==> src/rtl/adder_block_param_if.sv <==
// Handshake bundle for adder_block_param: sample input, frame control,
// rescaled sum output and live sample count.
interface adder_block_param_if #(
  parameter int data_size      = 16,
  parameter int number_of_data = 10
);
  localparam int count_w = $clog2(number_of_data + 1);

  logic                 start_i;
  logic [data_size-1:0] adder_data_i;
  logic                 adder_data_valid_i;
  logic                 adder_data_ready_o;
  logic                 exp_done_i;
  logic [data_size-1:0] adder_data_o;
  logic                 adder_data_valid_o;
  logic                 adder_data_ready_i;
  logic [count_w-1:0]   count_o;

  // The adder block itself
  modport slave (
    input  start_i, adder_data_i, adder_data_valid_i, exp_done_i, adder_data_ready_i,
    output adder_data_ready_o, adder_data_o, adder_data_valid_o, count_o
  );

  // Whoever feeds samples and consumes the sum
  modport master (
    output start_i, adder_data_i, adder_data_valid_i, exp_done_i, adder_data_ready_i,
    input  adder_data_ready_o, adder_data_o, adder_data_valid_o, count_o
  );
endinterface

==> src/rtl/adder_block_param.sv <==
// Frame accumulator for softmax exp() samples with guard bits and rescaled output.
// Define ADDER_BLOCK_ROUND_EN for round-half-up (saturating) output instead of truncation.
module adder_block_param #(
  parameter int data_size      = 16,
  parameter int number_of_data = 10,
  parameter int guard_bits     = 4
) (
  input  logic                clock_i,
  input  logic                reset_n_i,
  adder_block_param_if.slave  bus
);
  localparam int acc_w   = data_size + guard_bits;
  localparam int count_w = $clog2(number_of_data + 1);

  if ((2 ** guard_bits) < number_of_data) begin : g_guard_check
    $error("adder_block_param: 2**guard_bits must be >= number_of_data");
  end

  typedef enum logic [1:0] {IDLE, ACCUM, DONE} state_t;

  state_t               state;
  logic [acc_w-1:0]     acc;
  logic [count_w-1:0]   count;
  logic                 ready_r;
  logic                 valid_r;
  logic [data_size-1:0] sum_r;

  logic                 accept;
  logic [acc_w-1:0]     acc_next;
  logic [count_w-1:0]   count_next;
  logic                 last_sample;
  logic [data_size-1:0] sum_out;

  always_comb begin
    accept      = bus.adder_data_valid_i & ready_r;
    acc_next    = acc + (accept ? {{guard_bits{1'b0}}, bus.adder_data_i} : '0);
    count_next  = count + count_w'(accept);
    last_sample = accept && (count_next == count_w'(number_of_data));
  end

`ifdef ADDER_BLOCK_ROUND_EN
  logic [data_size:0] rounded;

  // Round half up on the dropped guard bits; carry out of the field saturates.
  always_comb begin
    rounded = {1'b0, acc_next[acc_w-1:guard_bits]} + (data_size + 1)'(acc_next[guard_bits-1]);
    sum_out = rounded[data_size] ? '1 : rounded[data_size-1:0];
  end
`else
  always_comb begin
    sum_out = acc_next[acc_w-1:guard_bits];
  end
`endif

  always_ff @(posedge clock_i or negedge reset_n_i) begin
    if (!reset_n_i) begin
      state   <= IDLE;
      acc     <= '0;
      count   <= '0;
      ready_r <= 1'b0;
      valid_r <= 1'b0;
      sum_r   <= '0;
    end else begin
      case (state)
        IDLE: begin
          if (bus.start_i) begin
            acc     <= '0;
            count   <= '0;
            ready_r <= 1'b1;
            state   <= ACCUM;
          end
        end
        ACCUM: begin
          // Restart wins over any sample offered in the same cycle.
          if (bus.start_i) begin
            acc   <= '0;
            count <= '0;
          end else begin
            acc   <= acc_next;
            count <= count_next;
            if (last_sample || bus.exp_done_i) begin
              sum_r   <= sum_out;
              ready_r <= 1'b0;
              valid_r <= 1'b1;
              state   <= DONE;
            end
          end
        end
        DONE: begin
          if (bus.adder_data_ready_i) begin
            valid_r <= 1'b0;
            if (bus.start_i) begin
              acc     <= '0;
              count   <= '0;
              ready_r <= 1'b1;
              state   <= ACCUM;
            end else begin
              state <= IDLE;
            end
          end
        end
        default: begin
          ready_r <= 1'b0;
          valid_r <= 1'b0;
          state   <= IDLE;
        end
      endcase
    end
  end

  assign bus.adder_data_ready_o = ready_r;
  assign bus.adder_data_valid_o = valid_r;
  assign bus.adder_data_o       = sum_r;
  assign bus.count_o            = count;
endmodule
==> src/flat_wrapper.sv <==
// flat-port wrapper written by rule: the top's interface ports become plain ports
module adder_block_param_flat 
#(
  parameter int data_size      = 16,
  parameter int number_of_data = 10,
  parameter int guard_bits     = 4
)
  (clock_i, reset_n_i, bus_start_i, bus_adder_data_i, bus_adder_data_valid_i, bus_exp_done_i, bus_adder_data_ready_i, bus_adder_data_ready_o, bus_adder_data_o, bus_adder_data_valid_o, bus_count_o);
  adder_block_param_if #(.data_size(data_size), .number_of_data(number_of_data)) bus_i ();
  input  logic clock_i;
  input  logic reset_n_i;
  input wire logic [$bits(bus_i.start_i)-1:0] bus_start_i;
  input wire logic [$bits(bus_i.adder_data_i)-1:0] bus_adder_data_i;
  input wire logic [$bits(bus_i.adder_data_valid_i)-1:0] bus_adder_data_valid_i;
  input wire logic [$bits(bus_i.exp_done_i)-1:0] bus_exp_done_i;
  input wire logic [$bits(bus_i.adder_data_ready_i)-1:0] bus_adder_data_ready_i;
  output wire logic [$bits(bus_i.adder_data_ready_o)-1:0] bus_adder_data_ready_o;
  output wire logic [$bits(bus_i.adder_data_o)-1:0] bus_adder_data_o;
  output wire logic [$bits(bus_i.adder_data_valid_o)-1:0] bus_adder_data_valid_o;
  output wire logic [$bits(bus_i.count_o)-1:0] bus_count_o;
  assign bus_i.start_i = bus_start_i;
  assign bus_i.adder_data_i = bus_adder_data_i;
  assign bus_i.adder_data_valid_i = bus_adder_data_valid_i;
  assign bus_i.exp_done_i = bus_exp_done_i;
  assign bus_i.adder_data_ready_i = bus_adder_data_ready_i;
  assign bus_adder_data_ready_o = bus_i.adder_data_ready_o;
  assign bus_adder_data_o = bus_i.adder_data_o;
  assign bus_adder_data_valid_o = bus_i.adder_data_valid_o;
  assign bus_count_o = bus_i.count_o;
  adder_block_param #(.data_size(data_size), .number_of_data(number_of_data), .guard_bits(guard_bits)) u_core (.clock_i(clock_i), .reset_n_i(reset_n_i), .bus(bus_i));
endmodule
==> config.mk <==
export PLATFORM = sky130hd
export DESIGN_NAME = adder_block_param_flat
export DESIGN_NICKNAME = d
export VERILOG_FILES = /design/src/rtl/adder_block_param_if.sv /design/src/rtl/adder_block_param.sv /design/src/flat_wrapper.sv
export SDC_FILE = /design/constraint.sdc
export NUM_CORES = 1
export LEC_CHECK = 0
export CAP_MARGIN = 20
export CORE_MARGIN = 5
export CORE_UTILIZATION = 51
export CTS_CLUSTER_DIAMETER = 200
export DETAILED_ROUTE_END_ITERATION = 16
export MAX_ROUTING_LAYER = met4
export PLACE_DENSITY = 0.86
export SLEW_MARGIN = 20
export SYNTH_ARGS = -nofsm -noshare
export SYNTH_HDL_FRONTEND = slang
export SYNTH_SLANG_ARGS = --single-unit
==> constraint.sdc <==
create_clock -name clock_i -period 5.7 [get_ports clock_i]
set_clock_uncertainty 0.15 [all_clocks]
set_input_delay 1.71 -clock clock_i [delete_from_list [all_inputs] [get_ports clock_i]]
set_output_delay 1.71 -clock clock_i [all_outputs]
set_load 0.05 [all_outputs]
## Word-level counts from Yosys, hierarchy flattened

Index checks and enable logic that the tools add are counted.

- Memories kept: 0
- Memory bits (writable): 0
- Output and inout port bits: 22
- Bits in latches: 0
- Input bits: 22
- Memory bits (read-only): 0
- Register bits: 44
- Logic and storage cells: 51

- Divide/modulo/power cells: 0
- Bitwise gates (word level): 3
- Eq/ne operators: 7
- Multiplexer cells: 24
- Magnitude comparators: 0
- $mul: 0
- Shift-type cells: 0
- Reduce and logical (&&, ||, !) cells: 9
- $add $sub $neg: 2

Operator list:

| kind | count |
|---|---|
| $mux W20 | 3 |
| $pmux W20 S3 | 1 |
| $add A20 B20 Y20 | 1 |
| $mux W16 | 1 |
| $mux W4 | 3 |
| $pmux W4 S3 | 1 |
| $mux W1 | 8 |
| $mux W2 | 4 |
| $reduce_and A4 Y1 | 2 |
| $ne A2 B2 Y1 const B | 3 |
| $pmux W1 S3 | 2 |
| $pmux W2 S3 | 1 |
| $reduce_and A3 Y1 | 2 |
| $add A4 B1 Y4 | 1 |
| $eq A4 B4 Y1 const B | 1 |
| $reduce_bool A3 Y1 | 1 |
| $eq A2 B1 Y1 const B | 1 |
| $eq A2 B2 Y1 const B | 1 |
| $logic_not A2 Y1 | 1 |
| $ne A2 B1 Y1 const B | 1 |
| $not A1 Y1 | 2 |
| $reduce_and A2 Y1 | 1 |
| $and A1 B1 Y1 | 1 |
| $logic_and A1 B1 Y1 | 1 |
| $logic_or A1 B1 Y1 | 1 |

## Longest topological paths before layout

- Depth in word-level cells: 8
- Mapped depth: 11
- Mapped depth without buffers: 9

## Worst setup path before layout

No wires, ideal clock.

- Path kind: in2reg
- Start: input bus_adder_data_valid_i
- End: register u_core.acc[13]
- Slack: 1843 ps
- Setup time: 122 ps
- Data required time: 5428 ps
- Buffers on the path: 2
- Arrival time: 3585 ps
- Cell stages on the path: 10
- Cells stage by stage: clkbuf_1 > and3_1 > ha_1 > buf_4 > a21o_1 > a31o_1 > nand3_2 > a31oi_1 > or3_1 > a32o_1

- Cells in the longest elaborated chain, start to end: 5

Ends and longest elaborated chain:

| element | RTL line | RTL |
|---|---|---|
| start: declaration | flat_wrapper.sv:14 | `input wire logic [$bits(bus_i.adder_data_valid_i)-1:0] bus_adder_data_valid_i;` |
| $and A1 B1 Y1 | adder_block_param.sv:35 | `accept = bus.adder_data_valid_i & ready_r;` |
| $mux W16 | adder_block_param.sv:36 | `acc_next = acc + (accept ? {{guard_bits{1'b0}}, bus.adder_data_i} : '0);` |
| $add A20 B20 Y20 | adder_block_param.sv:36 |  |
| $mux W20 | adder_block_param.sv:75 | `if (bus.start_i) begin` |
| $pmux W20 S3 | adder_block_param.sv:64 | `case (state)` |
| end signal: assignment | adder_block_param.sv:79 | `acc <= acc_next;` |
| end: declaration | adder_block_param.sv:22 | `logic [acc_w-1:0] acc;` |

Every way passes these cells.
A chain may end at the register's enable or synchronous reset.

## Worst setup path after layout

- Start: input bus_adder_data_valid_i
- End: register u_core.sum_r[8] (netlist: u_core.bus.adder_data_o[8])

- Cells in the longest elaborated chain, start to end: 6
- Elaborated cells between the ends (all ways): 8
- Classes of those cells: 2 x add/sub; 1 x eq/ne; 1 x mux; 1 x bitwise; 3 x reduce/logical

Ends and longest elaborated chain:

| element | RTL line | RTL |
|---|---|---|
| $and A1 B1 Y1 * | adder_block_param.sv:35 |  |
| $add A4 B1 Y4 | adder_block_param.sv:37 | `count_next = count + count_w'(accept);` |
| $eq A4 B4 Y1 | adder_block_param.sv:38 | `last_sample = accept && (count_next == count_w'(number_of_data));` |
| $logic_and A1 B1 Y1 | adder_block_param.sv:38 |  |
| $logic_or A1 B1 Y1 | adder_block_param.sv:81 | `if (last_sample \|\| bus.exp_done_i) begin` |
| $reduce_and A3 Y1 (no source line) | - |  |
| end signal: assignment | adder_block_param.sv:82 | `sum_r <= sum_out;` |
| end: declaration | adder_block_param.sv:26 | `logic [data_size-1:0] sum_r;` |

Every way passes the cells marked *; elsewhere a longest branch is shown, timed or not.

==> run_results.csv <==
group,metric,value,unit
run_status,status,"finished, final reports clean",
route,drc,0,
worst_setup_path,rr_worst_depth,9,
sta,slew_headroom,42.0,%
power,peakVddDrop,0.000124,V
synth,synth.distinct_cells,53,
route,drtAntennaViolNets,0,
sta,fmax,215,MHz
floorplan,die-area,7220,sq um
clock_network,clock_latency,300,ps
worst_setup_path,crit_type,"in -> reg",
finish,antennaDiodeCount,0,
sta,postLayoutSetupSlackWorst,1050,ps
floorplan,core,5470,sq um
clock_network,cts_resized,0,
route,vias,2440,
sta,slew_viol_final,0,
synth,netlist_top_cells_area,"dfrtp_1 (38%), ha_1 (7.9%), a22o_1 (4.6%)",
sta,fin_crit_sh,81.6,%
min_path,hold_path_depth,2,
worst_setup_path,worst_setup_path_end_kind,"register",
floorplan,pin_count,44,
synth,ys.flop_type,"dfrtp_1",
sta,setup_viol,0,
min_path,hp-class,"reg -> reg",
clock_network,cts.reportedPaths.clkPinSlew,80,ps
synth,synth_top_cell_by_area,"dfrtp_1",
finish,nFillCells,481,
grt,antenna_found_initial,0,
synth,synth_edf_count,0,
place,gp_congestion,0.963,
grt,grt_pass1_wl,11700,microns
sta,rsz0062_at_grt,"false",
route,drt_wl_total,7000,microns
grt,grt_pass1_vias,2488,
floorplan,dieHeight,85.0,microns
synth,yosysWarningCount,0,
sta,fin_crit,4650,ps
synth,synth_top_area_share,38.4,%
route,wl_per_cell,17.1,microns
clock_network,clockBufferDepth,2,
floorplan,placementRows,27,
route,firstDrtPassIters,4,
clock_network,cts_tree,"built",
clock_network,root_buffer,"clkbuf_8",
job,drv_cap,0,
floorplan,die_w,85.0,microns
synth,async_reset_ff_share,100,%
synth,avgSynthCellArea,9.43,sq um
worst_setup_path,cp_max_fo,17,
place,preCtsSetupSlack,803,ps
worst_setup_path,crit_required,5730,ps
grt,grt_usage,20.5,%
floorplan,initial_utilization,52.4,%
worst_setup_path,critPathLaunchType,"input pin",
worst_setup_path,arrival,4680,ps
finish,syn_to_final_growth,19.9,%
synth,synth.most_common_cell,"dfrtp_1",
power,p_per_area,269,nW/um^2
synth,ys_seq_area_share,38.4,%
finish,final_cell_area,3440,sq um
finish,drive_gt1_share,9.50,%
place,port-buffer-count,43,
synth,syn-num-nets,345,
place,dp_hpwl,5190,microns
sta,tightest_slew,864,ps
power,leakagePower,1.57,nW
synth,synth_commonest_cells,"dfrtp_1 (44), nand2_1 (35), ha_1 (18)",
clock_network,postCtsHoldBufs,0,
clock_network,cts_sinks,44,
grt,overflow,0,
clock_network,cts_htree_levels,2,
finish,num-nets-final,379,
synth,ys_seq_elements,44,
synth,synthCells,304,
sta,setup_tns,0,ps
clock_network,postCtsSetupBuffers,0,
sta,whs,329,ps
place,place_area,3310,sq um
grt,grt_max_degree,45,
sta,finalHoldViolCount,0,
synth,synth_area,2870,sq um
route,drtIter0Drc,187,
route,vias_per_cell,5.97,
clock_network,cts_made_buffers,5,
## worst max-delay path: stages
cell and delay, ps:
clkdlybuf4s50_1 710, and3_1 350, ha_1 210, fa_1 420
a21oi_1 250, o21ai_2 120, a21oi_2 270, o21a_1 260
xnor2_1 110, mux2_2 270
## state kept, by name, indices dropped and copies added, names as in the netlist
register / cells
u_core.bus.count_o: 4
u_core.bus.adder_data_ready_o: 1
u_core.bus.adder_data_valid_o: 1
u_core.acc: 20
u_core.state: 2
u_core.bus.adder_data_o: 16
## stage by stage
stage | util, % | power [mW] | instances
2_1_floorplan | - | 0.596 | 304
3_3_place_gp | 60.5 | 0.698 | 402
3_5_place_dp | 60.5 | 0.703 | 402
4_1_cts | 62.3 | 0.929 | 408
5_1_grt | 62.8 | 0.972 | 409
6_report | 62.8 | 0.925 | 409
## placed cells by master, fill, tap and decap left out, types with 10 or more instances in the layout
cell type        instances
a21oi_1                 16
a22o_1                  15
and3_1                  16
clkdlybuf4s50_1         42
dfrtp_1                 44
ha_1                    18
nand2_1                 35
nor2_1                  12
o21ai_0                 14
xnor2_1                 10
## final timing paths
path	start	to	slack [ps]
setup / recovery	bus_adder_data_valid_i	u_core.bus.adder_data_o[8]	1050
hold / removal	u_core.bus.adder_data_o[6]	u_core.bus.adder_data_o[6]	330
setup reg to reg	u_core.bus.adder_data_ready_o	u_core.bus.adder_data_o[8]	2620
hold reg to reg	u_core.bus.adder_data_o[6]	u_core.bus.adder_data_o[6]	330
max in group asynchronous	reset_n_i	u_core.state[0]	3610
min in group asynchronous	reset_n_i	u_core.acc[1]	1270
## routing by layer
layer	global-route usage [%]	share of wire, %
met2	33.6	49
met3	3.59	5.7
met5	-	0
met1	25.8	43
met4	6.33	2.3
## power breakdown
group / internal, mW / switching [mW]
Clock: 0.126 / 0.100
Combinational: 0.121 / 0.199
Sequential: 0.348 / 0.0311
## cell type report
cell class | count | area, sq um | share of cell area [%]
clock buffers | 5 | 68.8 | 2.00
clock inverters | 1 | 30.0 | 0.874
inverters | 8 | 30.0 | 0.874
multi-input cells | 232 | 1640 | 47.8
flip-flops and latches | 44 | 1100 | 32.0
well taps | 72 | 90.1 | 2.62
repair buffers | 47 | 475 | 13.8
## kinds of logic after synthesis
group | Yosys count | synth area share, %
AO/OA/AOI/OAI | 89 | 22.6
AND/OR/NAND/NOR | 103 | 18.9
XOR/XNOR | 15 | 4.84
flip-flops | 44 | 38.4
buffers and inverters | 28 | 4.36
multiplexers | 6 | 2.36
adder cells (fa/ha/maj) | 19 | 8.55
Note: power is estimated with default switching activity, not from simulation.
